File: src/rtl/rc5_port_host.sv
// rc5_port_host: host-side endpoint of the RC5 core's slot-multiplexed serial port.
// It takes four request words, presents them in slot order on serial_port_in,
// strobes both starts, waits for both done flags, collects four result words
// from serial_port_out and presents them with a one-cycle oValid pulse.
//
// Optional feature: define RC5_HOST_TIMEOUT_EN to bound WAIT to TIMEOUT cycles.
// On expiry, oError pulses for one cycle and the host returns to IDLE.
// Without the macro, oError is tied low and WAIT is unbounded.
//
// Handshake: a request transfers on a rising edge where iValid && oReady.
// oReady is high only in IDLE, and iValid is ignored elsewhere.
// oValid is a single-cycle pulse with no back-pressure.
// The result words hold their value until the next oValid.
//
// dbgState exposes the FSM state: 0 IDLE, 1 SEND, 2 START, 3 WAIT,
// 4 COLLECT, 5 DONE.
module rc5_port_host #(
   parameter int W       = 32,
   parameter int RX_LAT  = 1,
   parameter int TIMEOUT = 1024
) (
   input  logic         clk,
   input  logic         rst,
   input  logic         iValid,
   output logic         oReady,
   input  logic [W-1:0] iA,
   input  logic [W-1:0] iB,
   input  logic [W-1:0] iA_cipher,
   input  logic [W-1:0] iB_cipher,
   output logic [W-1:0] serial_port_in,
   input  logic [W-1:0] serial_port_out,
   output logic         oStartCipher,
   output logic         oStartDecipher,
   input  logic         iDoneCipher,
   input  logic         iDoneDecipher,
   output logic [W-1:0] oA_cipher,
   output logic [W-1:0] oB_cipher,
   output logic [W-1:0] oA_decipher,
   output logic [W-1:0] oB_decipher,
   output logic         oValid,
   output logic         oError,
   output logic [2:0]   dbgState
);

   typedef enum logic [2:0] {
      IDLE    = 3'd0,
      SEND    = 3'd1,
      START   = 3'd2,
      WAIT    = 3'd3,
      COLLECT = 3'd4,
      DONE    = 3'd5
   } state_t;

   // Result latency expressed in the widths of the slot counter and phase counter.
   localparam logic [1:0] LAT2         = 2'(RX_LAT);
   localparam logic [2:0] LAT3         = 3'(RX_LAT);
   localparam logic [2:0] COLLECT_LAST = 3'(3 + RX_LAT);

   state_t         state;
   logic [1:0]     cnt;
   logic [2:0]     phase;
   logic           doneC;
   logic           doneD;
   logic [W-1:0]   tx [4];
   logic [W-1:0]   rx [4];
   logic [W-1:0]   rxNext [4];
   logic [1:0]     rxSlot;
   logic           doneCNext;
   logic           doneDNext;

`ifdef RC5_HOST_TIMEOUT_EN
   localparam int TW = $clog2(TIMEOUT + 1);
   logic [TW-1:0] waitCnt;
`endif

   assign dbgState       = state;
   assign serial_port_in = tx[cnt];

   // The word on serial_port_out now belongs to the slot that was on the bus RX_LAT cycles ago.
   assign rxSlot    = cnt - LAT2;
   assign doneCNext = doneC | iDoneCipher;
   assign doneDNext = doneD | iDoneDecipher;

`ifndef RC5_HOST_TIMEOUT_EN
   assign oError = 1'b0;
`endif

   // Free-running slot counter that mirrors the core's counter; both share rst.
   always_ff @(posedge clk or posedge rst) begin
      if (rst) cnt <= 2'd0;
      else     cnt <= cnt + 2'd1;
   end

   // Receive buffer with the current cycle's capture merged in, so DONE sees the last word.
   always_comb begin
      rxNext = rx;
      if (state == COLLECT && phase >= LAT3)
         rxNext[rxSlot] = serial_port_out;
   end

   // Control FSM: request latch, slot send, start strobe, done wait, collect, publish.
   always_ff @(posedge clk or posedge rst) begin
      if (rst) begin
         state          <= IDLE;
         phase          <= 3'd0;
         doneC          <= 1'b0;
         doneD          <= 1'b0;
         for (int i = 0; i < 4; i++) begin
            tx[i] <= '0;
            rx[i] <= '0;
         end
         oA_cipher      <= '0;
         oB_cipher      <= '0;
         oA_decipher    <= '0;
         oB_decipher    <= '0;
         oReady         <= 1'b1;
         oValid         <= 1'b0;
         oStartCipher   <= 1'b0;
         oStartDecipher <= 1'b0;
`ifdef RC5_HOST_TIMEOUT_EN
         waitCnt        <= '0;
         oError         <= 1'b0;
`endif
      end else begin
         oValid         <= 1'b0;
         oStartCipher   <= 1'b0;
         oStartDecipher <= 1'b0;
`ifdef RC5_HOST_TIMEOUT_EN
         oError         <= 1'b0;
`endif
         rx <= rxNext;
         case (state)
            IDLE: begin
               if (iValid) begin
                  tx[0]  <= iA;
                  tx[1]  <= iB;
                  tx[2]  <= iA_cipher;
                  tx[3]  <= iB_cipher;
                  phase  <= 3'd0;
                  oReady <= 1'b0;
                  state  <= SEND;
               end
            end
            SEND: begin
               // Four cycles cover all four slot phases, whatever phase the accept landed on.
               if (phase == 3'd3) begin
                  phase          <= 3'd0;
                  oStartCipher   <= 1'b1;
                  oStartDecipher <= 1'b1;
                  state          <= START;
               end else begin
                  phase <= phase + 3'd1;
               end
            end
            START: begin
               // Done flags raised before the start strobe are stale and are discarded.
               doneC <= 1'b0;
               doneD <= 1'b0;
`ifdef RC5_HOST_TIMEOUT_EN
               waitCnt <= '0;
`endif
               state <= WAIT;
            end
            WAIT: begin
               doneC <= doneCNext;
               doneD <= doneDNext;
               if (doneCNext && doneDNext) begin
                  phase <= 3'd0;
                  state <= COLLECT;
               end
`ifdef RC5_HOST_TIMEOUT_EN
               else if (waitCnt == TW'(TIMEOUT - 1)) begin
                  oError <= 1'b1;
                  oReady <= 1'b1;
                  state  <= IDLE;
               end else begin
                  waitCnt <= waitCnt + 1'b1;
               end
`endif
            end
            COLLECT: begin
               if (phase == COLLECT_LAST) begin
                  oA_cipher   <= rxNext[0];
                  oB_cipher   <= rxNext[1];
                  oA_decipher <= rxNext[2];
                  oB_decipher <= rxNext[3];
                  oValid      <= 1'b1;
                  state       <= DONE;
               end else begin
                  phase <= phase + 3'd1;
               end
            end
            DONE: begin
               oReady <= 1'b1;
               state  <= IDLE;
            end
            default: begin
               oReady <= 1'b1;
               state  <= IDLE;
            end
         endcase
      end
   end

endmodule

File: config.mk
export PLATFORM = sky130hd
export DESIGN_NAME = rc5_port_host
export DESIGN_NICKNAME = d
export VERILOG_FILES = /design/src/rtl/rc5_port_host.sv
export SDC_FILE = /design/constraint.sdc
export NUM_CORES = 1
export LEC_CHECK = 0
export CAP_MARGIN = 20
export CORE_ASPECT_RATIO = 0.5
export CORE_MARGIN = 2
export CORE_UTILIZATION = 47
export CTS_CLUSTER_DIAMETER = 200
export DETAILED_ROUTE_END_ITERATION = 8
export GPL_TIMING_DRIVEN = 0
export PLACE_DENSITY_LB_ADDON = 0.25
export SLEW_MARGIN = 40
export SYNTH_ARGS = -nofsm -noshare
export SYNTH_HDL_FRONTEND = slang
export SYNTH_SLANG_ARGS = --single-unit
File: constraint.sdc
create_clock -name clk -period 14.9 [get_ports clk]
set_input_delay 2.98 -clock clk [delete_from_list [all_inputs] [get_ports clk]]
set_output_delay 2.98 -clock clk [all_outputs]
set_load 0.1 [all_outputs]
==> flow_summary.yaml, run 1 <==
timing:
  clock_skew_ps: 21.4
  setup_ws_ps: 9280
  rsz0062_at_grt: "false"
  finalHoldViolations: 0
  period_needed_ps: 5620
  setup_viol: 0
  slew_headroom_pct: 47.5
  slew_violations: 0
  timing.final.crit_share_pct: 37.7
  fin_hold_ws_ps: 499
  max_freq_mhz: 178
  tightest_slew_ps: 788
global_route:
  first_global_vias: 13200
  grtUsageMet2_pct: 45.1
  grt_max_degree: 79
  use_met1_pct: 32.2
  globalRouteTotalUtil_pct: 26.0
  antenna_found_initial: 3
  grt_overflow: 0
  busiest_layer: "met2"
  grt_use_met3_pct: 6.22
  grt_pass1_wl_um: 74800
synthesis:
  ys_async_sr_fraction_pct: 100
  netlist_area_um2: 16700
  synth_cell_types: 36
  synth_cells: 1263
  ys_seq_area_share_pct: 59.3
  synth_edf_count: 0
  syn_nets: 1437
  avgSynthCellArea_um2: 13.3
  yosysWarnings: 0
  ys_seq_elements: 397
  ys.flop_type: "dfrtp_1"
setup_path:
  crit_buf_inv: 3
  worstSetupPathType: "flop to output pin"
  crit_family: "buffers and inverters"
  cp-start-kind: "flop"
  r2r_start: "cnt[1]"
  crit_required_ps: 11920
  crit_fanout: 10
  crit_chain: "clkbuf_1, buf_2, mux4_2, buf_2"
  cp_slowest_cell: "mux4_2"
  crit_start: "cnt[0]"
  endpoint_kind: "output pin"
  cp.arrival_ps: 2640
  slowest_delay_ps: 590
  path_common_cell: "buf_2"
detailed_routing:
  antenna_left: 0
  vias: 12100
  post_drt_wl_per_cell_um: 22.6
  drt_iter0_drc: 800
  post-route-drc-count: 0
  dr.pass1.iters: 7
  vias_per_cell: 5.67
  totalWireLength_um: 48300
layout:
  drive_gt1_share_pct: 36.0
  design_area_um2: 21200
  final_cells: 2140
  layout.nets: 1812
  syn_to_final_growth_pct: 26.3
  mostFrequentLayoutCell: "dfrtp_1"
  layout_common_cells: "dfrtp_1, mux2_2, buf_2"
pwr:
  peakVddDrop_v: 0.000144
  sequentialPowerShare_pct: 40.1
  p_leak_nw: 8.91
  p_int_mw: 2.59
  switching_share_pct: 39.6
  comb_power_share_pct: 37.9
  p_sw_mw: 1.70
  power_density_nw_per_um2: 203
  pwr-share-clk_pct: 22.0
  power_mw: 4.29
die:
  num_io_pins: 333
  die_y_um: 137
  core_area_um2: 34800
  initial_utilization_pct: 48.2
  rows: 48
  die_area_um2: 37200
  die_w_um: 271
placed_design:
  pre_cts_ws_ps: 9510
  gp_congestion: 0.872
  post-dp-hpwl_um: 34400
  placed_cell_area_um2: 20000
  io_buffers: 331
  dp.cells: 2074
cts:
  cts_max_path_buffers: 3
  cts_root_buf: "clkbuf_16"
  cts_buffers: 37
  cts_setup_buffers: 0
  cts_tree: "yes"
  clk_latency_ps: 530
  cts.repair.resized: 0
  clkTransAtPathRegs_ps: 60
  clkSinkCount: 397
  ctsHoldBuffers: 0
  cts_htree_levels: 2
job:
  max_cap_viol_count: 0
status:
  status: "finished, final reports clean"
hold_path:
  hold_start: "oB_decipher[8]"
  hold_path.class: "flop to flop"
stage by stage:
stage	utilization (%)	TNS (ps)
after floorplan	-	0
after global placement	59.4	-1228930
after detailed placement	57.4	0
after CTS	60.8	0
after global routing	60.8	0
final	60.8	0
worst min-delay path: cells and delay by family, from the launching register on:
| family | cells | cell delay, ps |
|---|---|---|
| simple gates | 1 | 60 |
| flops | 1 | 330 |
| compound gates | 1 | 70 |
cell usage after synthesis (2+ instances only):
| cell | n | share of area (%) |
|---|---|---|
| nor2_1 | 6 | 0.13 |
| buf_6 | 5 | 0.34 |
| mux2i_1 | 2 | 0.12 |
| buf_2 | 47 | 1.4 |
| ha_1 | 9 | 0.67 |
| inv_1 | 8 | 0.18 |
| mux4_2 | 32 | 4.3 |
| nand3_1 | 129 | 3.9 |
| mux2_2 | 257 | 17 |
| nor3_1 | 2 | 0.060 |
| buf_4 | 21 | 0.94 |
| a21oi_1 | 5 | 0.15 |
| nand2b_1 | 3 | 0.11 |
| clkbuf_1 | 25 | 0.56 |
| nor4b_1 | 2 | 0.10 |
| nand2_1 | 163 | 3.7 |
| nand3_2 | 4 | 0.24 |
| nand3b_1 | 2 | 0.090 |
| o22ai_1 | 2 | 0.075 |
| o211ai_1 | 128 | 5.7 |
| dfrtp_1 | 396 | 59 |
state kept, by name, summed over array words and instances, names as in the netlist, 2 cells and up:
name and count:
oB_decipher 32, rx 128, oA_decipher 32, cnt 2
oA_cipher 32, tx 128, dbgState 3, phase 3
oB_cipher 32
path summary, 6_finish.rpt:
path                                endpoint  slack (ps)  cells after the start
max reg2reg                    oA_cipher[24]       12300                      8
max in group asynchronous       oB_cipher[1]       10530                      5
min reg2reg                   oB_decipher[8]         500                      2
max                        serial_port_in[2]        9280                      4
min                           oB_decipher[8]         500                      2
min in group asynchronous             tx[71]        2880                      2
cells by family (layout without fill, tap and decap cells):
kind of cell               count (synthesis)  after routing  synth area share (%)
other                                      1              5                0.0224
buffers and inverters                    108            506                  3.47
and+or+nand+nor                          317            317                  8.59
muxes                                    291            291                  21.7
adders and majority gates                  9              9                 0.673
AOI/OAI and AO/OA                        140            140                  6.19
DFF                                      397            397                  59.3
power by group through the flow:
stage          logic, mW  clock network, mW  registers [mW]
6_report            1.62              0.945            1.72
5_1_grt             1.70               1.00            1.77
2_1_floorplan      0.975                  0            2.04
3_3_place_gp        1.68                  0            1.71
4_1_cts             1.64              0.959            1.72
3_5_place_dp        1.63                  0            1.73
final cells by class:
cell class / instances / area, um2
Timing Repair Buffer: 336 / 2620
Tap cell: 475 / 594
Clock inverter: 7 / 66.3
Inverter: 9 / 41.3
Fill cell: 2755 / 13600
Antenna cell: 4 / 10.0
Clock buffer: 55 / 1120
Buffer: 99 / 548
Multi-Input combinational cell: 758 / 6230
Sequential cell: 397 / 9940
per-layer routing:
layer	up-vias	wire (um)
li1	5315	-
met1	6293	19000
met5	-	13
met4	2	1580
met2	408	24500
met3	110	3230
No activity file was read; power rests on OpenSTA's default activity.
==> run 2, diff against run 1 <==
- clock period: 14.9 -> 4.8 ns (I/O delays scaled with it)
==> run 2 against run 1 <==
Clock skew decreased by 1.7 ps; largest power group unchanged; via count is 1.6% higher; sequential share of layout area fell by 0.94 points; core utilization increased by 1.2 points; first-iteration DRC count grew 4.9%; register-to-register slack worse by 10000 ps; clock power rose to 3.4 times the previous value; worst hold slack worse by 9.5 ps; sequential power grew to 3.1 times the previous value; power rose to 3.2 times the previous value.
==> flow_summary.yaml, run 2 (synthesized netlist as in run 1, its figures left out) <==
layout:
  syn_to_final_growth_pct: 28.9
  fill_cells: 2674
  design_area_um2: 21600
  largestRegisters: "rx (128), tx (128)"
  layout_common_cells: "dfrtp_1, mux2_2, buf_2"
  mostFrequentLayoutCell: "dfrtp_1"
  register_area_um2: 9940
  drive_gt1_share_pct: 36.9
  multiInputGateArea_um2: 6230
  layout.nets: 1826
hold_path:
  whs_path_depth: 2
  hold_path.class: "flop to flop"
pwr:
  comb_power_share_pct: 37.3
  peakVddDrop_v: 0.000391
  p_int_mw: 8.28
  power_mw: 13.6
  sequentialPowerShare_pct: 39.3
  p_leak_nw: 9.12
  pwr-share-clk_pct: 23.4
  switching_share_pct: 39.2
  power_density_nw_per_um2: 631
  p_sw_mw: 5.34
global_route:
  grt_overflow: 0
  first_global_vias: 13400
  grt_max_degree: 29
  grtUsageMet2_pct: 46.6
  grt_use_met3_pct: 6.36
  grt_pass1_wl_um: 76200
  globalRouteTotalUtil_pct: 26.5
  busiest_layer: "met2"
  use_met1_pct: 32.1
  antenna_found_initial: 5
cts:
  cts.repair.resized: 0
  clkTransAtPathRegs_ps: 70
  cts_root_buf: "clkbuf_16"
  ctsHoldBuffers: 0
  cts_htree_levels: 2
  clkSinkCount: 397
  cts_tree: "yes"
  cts_max_path_buffers: 3
  cts_setup_buffers: 0
  clk_latency_ps: 540
  cts_buffers: 38
detailed_routing:
  vias: 12300
  dr.pass1.iters: 5
  vias_per_cell: 5.70
  antenna_left: 0
  drt_iter0_drc: 839
  post-route-drc-count: 0
  post_drt_wl_per_cell_um: 22.8
  totalWireLength_um: 49300
timing:
  finalHoldViolations: 0
  slew_violations: 0
  fin_hold_ws_ps: 490
  tightest_slew_ps: 732
  period_needed_ps: 3620
  rsz0062_at_grt: "false"
  timing.final.crit_share_pct: 75.4
  clock_skew_ps: 19.7
  max_freq_mhz: 276
  setup_ws_ps: 1180
  tns_ps: 0
  slew_headroom_pct: 51.2
  setup_viol: 0
die:
  die_w_um: 271
  initial_utilization_pct: 48.2
  rows: 48
  num_io_pins: 333
  die_y_um: 137
  core_area_um2: 34800
  die_area_um2: 37200
setup_path:
  crit_fanout: 10
  crit_required_ps: 3840
  cp-start-kind: "flop"
  endpoint_kind: "output pin"
  cp.arrival_ps: 2660
  ff2ff_path_depth: 8
  worstSetupPathType: "flop to output pin"
placed_design:
  io_buffers: 331
  pre_cts_ws_ps: 1350
  placed_cell_area_um2: 20200
  gp_congestion: 0.868
  post-dp-hpwl_um: 35300
status:
  status: "finished, final reports clean"
job:
  max_cap_viol_count: 0
==> run 2: changes by cell type in the layout (fill, tap and decap cells not counted), sizes merged <==
cell	change
buf	+13
inv	-1
bufinv	+2
clkinvlp	+1
clkbuf	+2
diode	+2
clkinv	+4
==> run 2: worst max-delay path, cell delays in order (launching register included) <==
cell	delay, ps
dfrtp_1	370
clkbuf_1	360
clkbuf_1	610
mux4_2	340
buf_2	440
==> run 2: per-stage QoR <==
step                      util [%]  cells
final                         62.1   2163
after global routing          62.1   2159
after CTS                     62.0   2157
after detailed placement      58.2   2087
after global placement        59.4   2069
after floorplan                  -   1263
==> run 2: per-layer routing <==
| layer | up-vias | wire (um) |
|---|---|---|
| met5 | - | 13 |
| met1 | 6404 | 19400 |
| met2 | 437 | 25000 |
| met3 | 132 | 3310 |
| met4 | 2 | 1620 |
| li1 | 5348 | - |
==> run 2: final timing paths <==
path | start | to | slack, ps
worst max register to register | cnt[1] | oA_cipher[4] | 2120
worst min-delay path | oB_decipher[12] | oB_decipher[12] | 490
worst max-delay path | cnt[1] | serial_port_in[2] | 1180
worst min register to register | oB_decipher[12] | oB_decipher[12] | 490
min in group asynchronous | rst | tx[25] | 810
max in group asynchronous | rst | rx[70] | 2530
==> run 2: area by class of cell <==
cell class              instances  share of cell area (%)
flip-flops and latches        397                    46.0
well taps                     475                    2.75
diodes                          6                  0.0696
clock buffers                  57                    5.45
multi-input cells             758                    28.8
inverters                       9                   0.174
plain buffers                  99                    2.54
clock inverters                13                   0.678
repair buffers                349                    13.5
==> run 2: power groups by stage <==
stage	sequential (mW)	combinational (mW)	clock [mW]
floorplan	6.34	3.03	0
global placement	5.30	5.22	0
detailed placement	5.39	5.10	0
CTS	5.33	5.11	3.23
global route	5.49	5.33	3.38
finish	5.35	5.08	3.18
==> run 3, diff against run 2 <==
- CORE_UTILIZATION: 47 -> 52
- clock period: 4.8 -> 3.65 ns (I/O delays scaled with it)
==> run 3 against run 2 <==
Sequential power grew 32%; combinational power grew 31%; die area down 9.4%; clock power up 19%; worst hold slack worse by 10 ps; sequential share of layout area increased by 0.48 points; global-route usage is 2.1 points higher; clock-buffer cell count shrank 6; setup slack got worse by 880 ps; clock skew is 5.6 ps lower; final area is 1.0% lower.
==> flow_summary.yaml, run 3 (synthesized netlist as in run 1, its figures left out) <==
timing:
  rsz0062_at_grt: "false"
  period_needed_ps: 3360
  tightest_slew_ps: 741
  slew_headroom_pct: 50.6
  max_freq_mhz: 298
  timing.final.crit_share_pct: 91.9
  finalHoldViolations: 0
  fin_hold_ws_ps: 480
  setup_ws_ps: 294
  setup_viol: 0
  slew_violations: 0
  clock_skew_ps: 14.1
pwr:
  power_density_nw_per_um2: 819
  sequentialPowerShare_pct: 40.2
  pwr-share-clk_pct: 21.6
  p_leak_nw: 9.04
  peakVddDrop_v: 0.000635
  p_sw_mw: 6.92
  p_int_mw: 10.6
  switching_share_pct: 39.5
  comb_power_share_pct: 38.2
setup_path:
  slowest_delay_ps: 570
  endpoint_kind: "output pin"
  cp_slowest_cell: "mux4_2"
  crit_fanout: 10
  crit_required_ps: 2920
  crit_chain: "clkbuf_1, buf_2, mux4_2, buf_2"
  cp-start-kind: "flop"
  cp.arrival_ps: 2630
  worstSetupPathType: "flop to output pin"
  path_common_cell: "buf_2"
die:
  rows: 46
  num_io_pins: 333
  die_y_um: 131
  die_area_um2: 33700
  core_area_um2: 31700
  die_w_um: 258
  initial_utilization_pct: 52.8
detailed_routing:
  vias_per_cell: 5.85
  antenna_left: 0
  wl_met2_um: 24000
  wl_met3_um: 3350
  routed.top_layer: "met5"
  vias: 12300
  dr.pass1.iters: 5
  totalWireLength_um: 48100
  post-route-drc-count: 0
  post_drt_wl_per_cell_um: 22.8
  routedLengthMet1_um: 19000
  drt_iter0_drc: 935
placed_design:
  dp.cells: 2044
  placed_cell_area_um2: 20200
  pre_cts_ws_ps: 622
  gp_congestion: 0.868
  io_buffers: 331
  post-dp-hpwl_um: 34600
cts:
  clkSinkCount: 397
  cts_tree: "yes"
  cts_htree_levels: 2
  cts_root_buf: "clkbuf_16"
  clkTransAtPathRegs_ps: 60
  ctsHoldBuffers: 0
  clk_latency_ps: 530
  cts_buffers: 36
  cts_setup_buffers: 0
  cts_max_path_buffers: 3
  cts.repair.resized: 0
layout:
  largestRegisters: "rx (128), tx (128)"
  syn_to_final_growth_pct: 27.6
  drive_gt1_share_pct: 36.6
  fill_cells: 2258
  layout.nets: 1824
  fin_util_pct: 67.4
  design_area_um2: 21400
  multiInputGateArea_um2: 6230
  register_area_um2: 9940
  mostFrequentLayoutCell: "dfrtp_1"
  final_cells: 2107
  layout_common_cells: "dfrtp_1, mux2_2, buf_2"
job:
  max_cap_viol_count: 0
hold_path:
  hold_path.class: "primary input to asynchronous set/reset pin"
global_route:
  grt_max_degree: 29
  grt_overflow: 0
  antenna_found_initial: 3
  first_global_vias: 13200
  grt_pass1_wl_um: 74400
  globalRouteTotalUtil_pct: 28.7
status:
  status: "finished, final reports clean"
## run 3: through the flow
stage / setup TNS, ps / power (mW)
6_report: 0 / 17.5
5_1_grt: 0 / 18.3
4_1_cts: 0 / 17.6
3_5_place_dp: 0 / 13.8
3_3_place_gp: -1833150 / 13.8
2_1_floorplan: -960460 / 12.3
## run 3: critical path: cells and delay by family, from the launching register on
| kind | cells | cell delay (ps) |
|---|---|---|
| buffers and inverters | 3 | 1160 |
| multiplexers | 1 | 570 |
| flip-flops | 1 | 380 |
## run 3: cell type report
type,count,share of cell area (%)
buffer,99,2.57
tap,432,2.53
antenna,2,0.0234
timing repair buffer,349,13.6
clock inverter,10,0.469
clock buffer,51,4.95
inverter,9,0.176
sequential,397,46.5
multi-input combinational,758,29.1
## run 3: power by group through the flow
stage / Clock (mW) / Sequential, mW / Combinational, mW
finish: 3.79 / 7.04 / 6.68
global route: 4.03 / 7.21 / 7.02
CTS: 3.85 / 7.01 / 6.73
detailed placement: 0 / 7.07 / 6.70
global placement: 0 / 6.96 / 6.86
floorplan: 0 / 8.33 / 3.98
## run 3: final timing paths
kind / cells after the start / end / start / slack (ps)
min: 2 / tx[81] / rst / 480
min reg2reg: 2 / oB_decipher[12] / oB_decipher[12] / 500
min in group clk: 2 / oB_decipher[12] / oB_decipher[12] / 500
max in group asynchronous: 8 / oB_cipher[15] / rst / 1830
max reg2reg: 8 / oA_cipher[27] / cnt[1] / 1020
max: 4 / serial_port_in[13] / cnt[0] / 290
## run 3: per-layer routing
layer | track usage, % | vias to the layer above
li1 | - | 5352
met1 | 36.2 | 6376
met2 | 49.3 | 491
met3 | 6.48 | 114
met4 | 10.7 | 2
met5 | 0 | -
